**src/rtl/gm_pkg.sv**
```systemverilog
`default_nettype none
// ============================================================================
// Module      : gm_pkg
// Description : Shared defaults, FSM state encoding and tile code constants
//               for the graphics-memory refresh path.
// Revision    : 1.0 - initial release
// ============================================================================
package gm_pkg;

    localparam int GM_CELLS = 256;   // board cells copied per refresh
    localparam int GM_AW    = 8;     // board RAM / graphics memory address width
    localparam int GM_DW    = 4;     // tile code width
    localparam int GM_CW    = 4;     // cursor coordinate width

    typedef enum logic [1:0] {
        IDLE  = 2'd0,
        FILL  = 2'd1,
        DRAIN = 2'd2,
        DONE  = 2'd3
    } gm_state_t;

    // Tile codes as stored in board RAM: bit 3 marks a revealed cell,
    // 9..15 are revealed numbers.
    localparam logic [3:0] TILE_BLANK        = 4'h0;
    localparam logic [3:0] TILE_FLAG         = 4'h1;
    localparam int         TILE_REVEALED_BIT = 3;

endpackage : gm_pkg
`default_nettype wire

```
**src/rtl/gm_req_edge.sv**
```systemverilog
`default_nettype none
// ============================================================================
// Module      : gm_req_edge
// Description : Registers the retrace request once and produces one-cycle
//               rise/fall pulses. Source is in the same clock domain, so no
//               further synchronisation is applied.
// Revision    : 1.0 - initial release
// ============================================================================
module gm_req_edge (
    input  logic clk,
    input  logic rst_n,
    input  logic i_req,
    output logic o_req_q,
    output logic o_rise,
    output logic o_fall
);

    logic r_req_q;
    logic r_req_q2;

    // Two-stage history of the request level for edge detection.
    always_ff @(posedge clk or negedge rst_n) begin
        if (!rst_n) begin
            r_req_q  <= 1'b0;
            r_req_q2 <= 1'b0;
        end else begin
            r_req_q  <= i_req;
            r_req_q2 <= r_req_q;
        end
    end

    assign o_req_q = r_req_q;
    assign o_rise  = r_req_q & ~r_req_q2;
    assign o_fall  = ~r_req_q & r_req_q2;

endmodule : gm_req_edge
`default_nettype wire

```
**src/rtl/gm_refresh_scheduler.sv**
```systemverilog
`default_nettype none
// ============================================================================
// Module      : gm_refresh_scheduler
// Description : Copies the 16x16 board RAM into graphics memory during
//               vertical retrace and snapshots the cursor together with each
//               completed copy so board and cursor never tear mid-frame.
//               Optional macro GM_FORCE_REFRESH_EN: copy on every retrace
//               regardless of the dirty flag (board_dirty ignored).
// Revision    : 1.0 - initial release
// ============================================================================
module gm_refresh_scheduler
    import gm_pkg::*;
#(
    parameter int CELLS = GM_CELLS,
    parameter int AW    = GM_AW,
    parameter int DW    = GM_DW,
    parameter int CW    = GM_CW
) (
    input  logic          clk,
    input  logic          rst_n,
    input  logic          request,
    input  logic          board_dirty,
    output logic [AW-1:0] board_addr,
    input  logic [DW-1:0] board_data,
    input  logic [CW-1:0] current_x,
    input  logic [CW-1:0] current_y,
    output logic [AW-1:0] GMaddress,
    output logic [DW-1:0] GMdata,
    output logic          gm_we,
    output logic [CW-1:0] cur_x_q,
    output logic [CW-1:0] cur_y_q,
    output logic          busy,
    output logic          done
);

    localparam logic [AW-1:0] c_LAST = AW'(CELLS - 1);

    gm_state_t     r_state;
    gm_state_t     w_state_next;

    logic          w_req_q;
    logic          w_req_rise;
    logic          w_unused_fall;
    logic          w_copy_needed;
    logic          w_start;
    logic          w_finish;
    logic          w_abort;
    logic          w_issue;

    logic [AW-1:0] r_rd_ptr;
    logic          r_wr_valid;
    logic [AW-1:0] r_wr_addr;
    logic          r_gm_we;
    logic [AW-1:0] r_gm_addr;
    logic [DW-1:0] r_gm_data;
    logic [CW-1:0] r_cur_x;
    logic [CW-1:0] r_cur_y;
    logic          r_busy;
    logic          r_done;

    gm_req_edge u_req_edge (
        .clk     (clk),
        .rst_n   (rst_n),
        .i_req   (request),
        .o_req_q (w_req_q),
        .o_rise  (w_req_rise),
        .o_fall  (w_unused_fall)
    );

`ifdef GM_FORCE_REFRESH_EN
    logic w_unused_dirty;

    assign w_unused_dirty = board_dirty;
    assign w_copy_needed  = 1'b1;
`else
    logic r_dirty;

    // Dirty flag: a change during FILL entry wins over the clear, and an
    // aborted copy leaves the board marked stale.
    always_ff @(posedge clk or negedge rst_n) begin
        if (!rst_n) begin
            r_dirty <= 1'b1;
        end else if (board_dirty || w_abort) begin
            r_dirty <= 1'b1;
        end else if (w_start) begin
            r_dirty <= 1'b0;
        end
    end

    assign w_copy_needed = r_dirty;
`endif

    // Reads are issued only while in FILL with the retrace window still open.
    assign w_issue = (r_state == FILL) && request;

    // FSM state register.
    always_ff @(posedge clk or negedge rst_n) begin
        if (!rst_n) begin
            r_state <= IDLE;
        end else begin
            r_state <= w_state_next;
        end
    end

    // Next-state logic and single-cycle control strobes.
    always_comb begin
        w_state_next = r_state;
        w_start      = 1'b0;
        w_finish     = 1'b0;
        w_abort      = 1'b0;
        case (r_state)
            IDLE: begin
                if (w_req_rise && w_copy_needed) begin
                    w_state_next = FILL;
                    w_start      = 1'b1;
                end
            end
            FILL: begin
                if (!request) begin
                    w_state_next = IDLE;
                    w_abort      = 1'b1;
                end else if (r_rd_ptr == c_LAST) begin
                    w_state_next = DRAIN;
                end
            end
            DRAIN: begin
                if (!request) begin
                    w_state_next = IDLE;
                    w_abort      = 1'b1;
                end else begin
                    w_state_next = DONE;
                end
            end
            DONE: begin
                w_state_next = IDLE;
                w_finish     = 1'b1;
            end
            default: begin
                w_state_next = IDLE;
            end
        endcase
    end

    // Read pointer, write pipeline, status flags and cursor snapshot.
    always_ff @(posedge clk or negedge rst_n) begin
        if (!rst_n) begin
            r_rd_ptr   <= '0;
            r_wr_valid <= 1'b0;
            r_wr_addr  <= '0;
            r_gm_we    <= 1'b0;
            r_gm_addr  <= '0;
            r_gm_data  <= '0;
            r_cur_x    <= '0;
            r_cur_y    <= '0;
            r_busy     <= 1'b0;
            r_done     <= 1'b0;
        end else begin
            // Pointer parks at zero outside FILL and after the last cell,
            // so it never wraps past CELLS-1.
            if (w_issue && (r_rd_ptr != c_LAST)) begin
                r_rd_ptr <= r_rd_ptr + AW'(1);
            end else begin
                r_rd_ptr <= '0;
            end

            // Stage 1 follows the board RAM read latency.
            r_wr_valid <= w_issue;
            r_wr_addr  <= r_rd_ptr;

            // Stage 2 drives graphics memory; gating with the live request
            // squashes the in-flight write as soon as the window closes.
            r_gm_we <= r_wr_valid && request;
            if (r_wr_valid) begin
                r_gm_addr <= r_wr_addr;
                r_gm_data <= board_data;
            end

            if (w_start) begin
                r_busy <= 1'b1;
            end else if (w_finish || w_abort) begin
                r_busy <= 1'b0;
            end

            r_done <= w_finish;

            if (w_finish) begin
                r_cur_x <= current_x;
                r_cur_y <= current_y;
            end
        end
    end

    assign board_addr = r_rd_ptr;
    assign GMaddress  = r_gm_addr;
    assign GMdata     = r_gm_data;
    assign gm_we      = r_gm_we;
    assign cur_x_q    = r_cur_x;
    assign cur_y_q    = r_cur_y;
    assign busy       = r_busy;
    assign done       = r_done;

endmodule : gm_refresh_scheduler
`default_nettype wire

```
**config.mk**
```make
export PLATFORM = sky130hd
export DESIGN_NAME = gm_refresh_scheduler
export DESIGN_NICKNAME = d
export VERILOG_FILES = /design/src/rtl/gm_pkg.sv /design/src/rtl/gm_req_edge.sv /design/src/rtl/gm_refresh_scheduler.sv
export SDC_FILE = /design/constraint.sdc
export NUM_CORES = 1
export LEC_CHECK = 0
export CORE_UTILIZATION = 47
export CTS_CLUSTER_DIAMETER = 40
export DETAILED_ROUTE_END_ITERATION = 10
export PLACE_DENSITY = 0.82
export SYNTH_ARGS = -nofsm -noshare
export SYNTH_HDL_FRONTEND = slang
export SYNTH_SLANG_ARGS = --single-unit
export TNS_END_PERCENT = 50
```
**constraint.sdc**
```tcl
create_clock -name clk -period 1.5 [get_ports clk]
set_input_delay 0.3 -clock clk [delete_from_list [all_inputs] [get_ports clk]]
set_output_delay 0.3 -clock clk [all_outputs]
set_load 0.02 [all_outputs]
```
==> impl_metrics.tcl, run 1 <==
set metrics [dict create \
    outcome "completed" \
    yosysMostFrequentCell "dfrtp_1" \
    cp_slowest_stage_delay_ps 460 \
    grt_setup_unrepaired "false" \
    layout-drive-gt1-share_pct 25.41 \
    crit_cells 1 \
    antenna_left 0 \
    wire_per_inst_um 15.15 \
    critPathSlowestCell "dfrtp_1" \
    diodes 0 \
    crit_chain "clkdlybuf4s15_1" \
    drcViolationCount 0 \
    synthesis.area_um2 1705 \
    clk_latency_ps 350 \
    grt_max_degree 46 \
    startpoint_type "flip-flop" \
    relSlewSlack_pct 64.75 \
    cts-root-buf "clkbuf_4" \
    crit_required_ps 1200 \
    critical_path.max_fanout 5 \
    timing.hold.ws_ps 419.0 \
    worst_slew_pin_slew_ps 528.7 \
    pre_cts_ws_ps 41.76 \
    die_height_um 62.24 \
    hold_depth 0 \
    path_clk_slew_ps 110 \
    min_period_over_period_pct 95.76 \
    path_delay_family "flip-flops" \
    h-tree-depth 2 \
    wirelength_um 3439 \
    setup_viol 0 \
    yosys_most_used_dff "dfrtp_1" \
    p_per_area_nw_per_um2 1167 \
    ys_seq_area_share_pct 66.10 \
    fin_skew_ps 11.12 \
    fin_crit_ps 1436 \
    cts_buffers 5 \
    start_util_pct 49.93 \
    first_pass_iters 4 \
    cts_tree "done" \
    final-hold-violation-count 0 \
    antenna_found_initial 0 \
    synth.area.top_cells "dfrtp_1 65%, mux2_2 13%, ha_1 3.7%" \
    synth_edf_count 0 \
    port_buffers 46 \
    leakage_nw 1.203 \
    grt_usage_pct 20.25 \
    clockBufferDepth 2 \
    ioPinCount 47 \
    via_count 1151 \
    clock-sinks 45 \
    areaGrowthSynthToFinish_pct 36.32 \
    reg2reg_depth 6 \
    fillers 250 \
    grt_pass1_wl_um 5885 \
    syn_nets 141 \
    vias_per_cell 5.070 \
    grt_pass1_vias 1216 \
    yosys-top-cells-count "44 x dfrtp_1, 20 x mux2_2, 7 x nor2_1, 6 x nand2_1" \
    grt_overflow 0 \
    yosysUniqueCellTypes 27 \
    syn_avg_cell_area_um2 14.21 \
    end_kind "primary output" \
    worst-setup-path-type "reg2out" \
    synth_top_area_share_pct 64.56 \
    fp-row-count 21 \
    globalplace.congestion 0.9272 \
    drt_iter0_drc 38 \
    peakVddDrop_mv 0.8392 \
    path_buf_inv 1 \
    post-dp-hpwl_um 2418 \
    tns_ps 0 \
    maxCapViolCount 0 \
    timing.fmax_mhz 696.2 \
    min-delay-path-class "reg2reg" \
    core_area_um2 3416 \
    ys_warn_count 0 \
    synthArstFlopShare_pct 100.0 \
    total_power_w 0.002713 \
    drv_slew 0 \
    ys_ff_latch 45 \
    worstPathArrival_ps 1140 \
    fin_ws_ps 63.63 \
    fp.dieW_um 62.24 \
    syn_inst 120 \
    synth_largest_area_cell "dfrtp_1" \
    die-area_um2 3873 \
    nets 202 \
]
## repair_timing
item / 4_1_cts / 5_1_grt
endpoints found under the setup margin: 31 / 7
hold buffers: 1 / 0
buffers inserted: 0 / 3
resized for setup: 31 / 7
endpoints found under the hold margin: 44 / 0
pin swaps: 0 / 1
## power breakdown
group	internal, W	switching [W]
registers	0.00136	0.000123
clock network	0.000222	0.000339
logic	0.000316	0.000354
## routing by layer
metal	GRT usage (%)	routed length (um)
met1	24.07	1385
met2	34.34	1896
met3	6.066	127
met4	8.140	30
met5	0	0
## layout make-up
class	instances	area, um2	area share (%)
Sequential cell	45	1132	48.71
Tap cell	46	57.56	2.476
Clock buffer	7	55.05	2.368
Timing Repair Buffer	56	510.5	21.96
Inverter	5	18.77	0.8073
Multi-Input combinational cell	68	550.5	23.68
## through the flow
stage                     util (%)  area [um2]  instances
after floorplan                  -        1705        120
after global placement       66.37        2267        216
after detailed placement     66.37        2267        216
after CTS                    67.14        2293        224
after global routing         68.06        2325        227
final                        68.06        2325        227
## registers in the layout, summed over array words and instances, names as in the netlist
| register | count |
|---|---|
| cur_y_q | 4 |
| board_addr | 8 |
| r_state | 2 |
| u_req_edge.o_req_q | 1 |
| r_wr_valid | 1 |
| done | 1 |
| busy | 1 |
| r_wr_addr | 8 |
| u_req_edge.r_req_q2 | 1 |
| GMaddress | 8 |
| GMdata | 4 |
| cur_x_q | 4 |
| gm_we | 1 |
| r_dirty | 1 |
## cells by family after synthesis
kind of cell	share of synthesized area [%]
xor gates and xnor gates	2.568
DFF	66.10
muxes	13.21
AOI/OAI and AO/OA	3.815
buffers and inverters	1.614
and+or+nand+nor	9.025
adders and majority gates	3.668
## final timing paths
check | start | to | slack [ps]
setup / recovery | board_addr[3]$_DFF_PN0_ | board_addr[3] | 60
hold / removal | u_req_edge.o_req_q$_DFF_PN0_ | u_req_edge.r_req_q2$_DFF_PN0_ | 420
setup reg to reg | r_state[0]$_DFFE_PN0P_ | r_dirty$_DFFE_PN1P_ | 80
hold reg to reg | u_req_edge.o_req_q$_DFF_PN0_ | u_req_edge.r_req_q2$_DFF_PN0_ | 420
max in group asynchronous | rst_n | r_dirty$_DFFE_PN1P_ | 800
min in group asynchronous | rst_n | board_addr[6]$_DFF_PN0_ | 450
## cell usage in the layout, fill, tap and decap left out, types with 2 or more instances in the layout
cell / instances
dlygate4sd2_1: 28
mux2_2: 20
inv_1: 5
nand4_1: 3
nand2_1: 6
buf_4: 8
dfrtp_1: 40
clkbuf_4: 5
xor2_1: 4
o21ai_0: 3
nand3b_1: 3
nor2_1: 7
clkdlybuf4s50_1: 14
dfrtp_2: 4
clkdlybuf4s15_1: 3
a31oi_1: 2
ha_1: 5
nand3_1: 3
No activity file was read; power rests on OpenSTA's default activity.
==> run 2: changes to the inputs <==
Settings changed: SYNTH_HIERARCHICAL from default to 1.
==> impl_metrics.tcl, run 2 <==
set metrics [dict create \
    outcome "completed" \
    r2r-start "board_addr[0]$_DFF_PN0_" \
    final_common_cell "dfrtp_1" \
    clk_latency_ps 360 \
    syn_avg_cell_area_um2 14.29 \
    ys_warn_count 6 \
    met1_usage_pct 23.37 \
    critical_path.max_fanout 6 \
    startpoint_type "flip-flop" \
    p_int_w 0.001887 \
    layout-drive-gt1-share_pct 28.96 \
    maxCapViolCount 0 \
    p_seq_share_pct 53.9 \
    wirelength_um 3451 \
    grt_usage_pct 20.23 \
    worstPathArrival_ps 1770 \
    placed_cell_area_um2 2292 \
    clockBufferDepth 2 \
    die-area_um2 3896 \
    syn_nets 141 \
    crit_required_ps 1800 \
    sw_frac_of_total_pct 31.24 \
    diodes 0 \
    grt_pass1_wl_um 5830 \
    fillers 255 \
    design_area_um2 2367 \
    port_buffers 46 \
    drt_iter0_drc 27 \
    gr-usage-met3_pct 5.292 \
    areaGrowthSynthToFinish_pct 38.00 \
    leakage_nw 1.182 \
    first_pass_iters 4 \
    h-tree-depth 2 \
    min_from "u_req_edge/o_req_q$_DFF_PN0_" \
    p_comb_share_pct 25.7 \
    core_area_um2 3416 \
    die_height_um 62.42 \
    p_per_area_nw_per_um2 1159 \
    antenna_found_initial 0 \
    globalplace.congestion 0.8269 \
    regArea_um2 1134 \
    antenna_left 0 \
    place_inst 218 \
    final_cell_mix "39 x dfrtp_1, 27 x dlygate4sd2_1, 20 x mux2_2, 14 x clkdlybuf4s50_1, 9 x buf_4" \
    timing.fmax_mhz 680.6 \
    nets 203 \
    cts_tree "done" \
    min_period_over_period_pct 97.96 \
    cts-root-buf "clkbuf_4" \
    cts_buffers 5 \
    fin_crit_ps 1469 \
    min-delay-path-class "reg2reg" \
    start_util_pct 50.22 \
    startpoint "board_addr[0]$_DFF_PN0_" \
    worst-setup-path-type "reg2reg" \
    fp.dieW_um 62.42 \
    drv_slew 0 \
    setup_viol 0 \
    end_kind "flip-flop" \
    fin_skew_ps 12.12 \
    power.switching_w 0.0008573 \
    wire_per_inst_um 15.07 \
    post-dp-hpwl_um 2394 \
    relSlewSlack_pct 63.55 \
    grt_use_met2_pct 34.65 \
    grt_overflow 0 \
    fp-row-count 21 \
    vias_per_cell 5.074 \
    ioPinCount 47 \
    path_clk_slew_ps 130 \
    grt_busiest_layer "met2" \
    clock-sinks 45 \
    worst_slew_pin_slew_ps 546.8 \
    peakVddDrop_mv 0.7009 \
    grt_pass1_vias 1204 \
    grt_setup_unrepaired "true" \
    finalNonFillerCells 229 \
    via_count 1162 \
    grt_max_degree 46 \
    final-hold-violation-count 0 \
    multiInputGateArea_um2 588.1 \
    drcViolationCount 0 \
    p_clk_share_pct 20.3 \
    syn_inst 120 \
    synthesis.area_um2 1715 \
]
-- run 2: final cells by class --
| cell class | count | area share, % |
|---|---|---|
| Sequential cell | 45 | 47.89 |
| Clock inverter | 1 | 0.3171 |
| Inverter | 4 | 0.6342 |
| Clock buffer | 7 | 1.903 |
| Tap cell | 46 | 2.431 |
| Timing Repair Buffer | 57 | 21.99 |
| Multi-Input combinational cell | 69 | 24.84 |
-- run 2: per-layer routing --
| layer | up-vias | routed length (um) |
|---|---|---|
| met3 | 5 | 100 |
| met4 | 0 | 78 |
| met5 | - | 0 |
| met1 | 585 | 1396 |
| li1 | 546 | - |
| met2 | 26 | 1875 |
-- run 2: timing repair --
action                                 in CTS  in global routing
gates resized for setup                    35                 11
setup buffers                               0                  2
endpoints found under the hold margin      44                  0
setup endpoints to repair                  34                 13
hold buffers                                1                  0
-- run 2: worst max-delay path: stages (launching register included) --
cell and delay [ps]:
dfrtp_2 430, ha_1 180, nand4_1 150, buf_4 190, or3_1 310, a21oi_2 150
-- run 2: worst paths after layout --
path                            slack, ps                            end  cells after the start
worst max-delay path                   30        board_addr[6]$_DFF_PN0_                      5
worst min-delay path                  380  u_req_edge/r_req_q2$_DFF_PN0_                      0
worst max register to register         30        board_addr[6]$_DFF_PN0_                      5
worst min register to register        380  u_req_edge/r_req_q2$_DFF_PN0_                      0
max in group asynchronous             790            r_dirty$_DFFE_PN1P_                      3
min in group asynchronous             430         r_state[0]$_DFFE_PN0P_                      3
-- run 2: stage by stage --
stage	hold WS (ps)	worst slack (ps)	util [%]	TNS [ps]	total power, W
6_report	384.7	30.67	69.30	0	0.002744
4_1_cts	387.7	-16.25	67.95	-16.25	0.002744
2_1_floorplan	4.409	23.75	-	0	0.001877
3_3_place_gp	290.6	95.15	67.11	0	0.002233
5_1_grt	396.5	-24.15	69.30	-59.40	0.002913
3_5_place_dp	295.5	21.86	67.11	0	0.002268
-- run 2: power by group through the flow --
stage / logic, W / registers (W) / clock network [W]
2_1_floorplan: 0.000279 / 0.00160 / 0
3_3_place_gp: 0.000739 / 0.00149 / 0
3_5_place_dp: 0.000759 / 0.00151 / 0
4_1_cts: 0.000689 / 0.00148 / 0.000576
5_1_grt: 0.000768 / 0.00151 / 0.000630
6_report: 0.000706 / 0.00148 / 0.000558
==> run 3: changes to the inputs <==
Settings changed: CTS_CLUSTER_DIAMETER 40 to 200.
==> results of run 3 <==
Same layout as run 2: the final DEF is identical, and so are final timing and power.
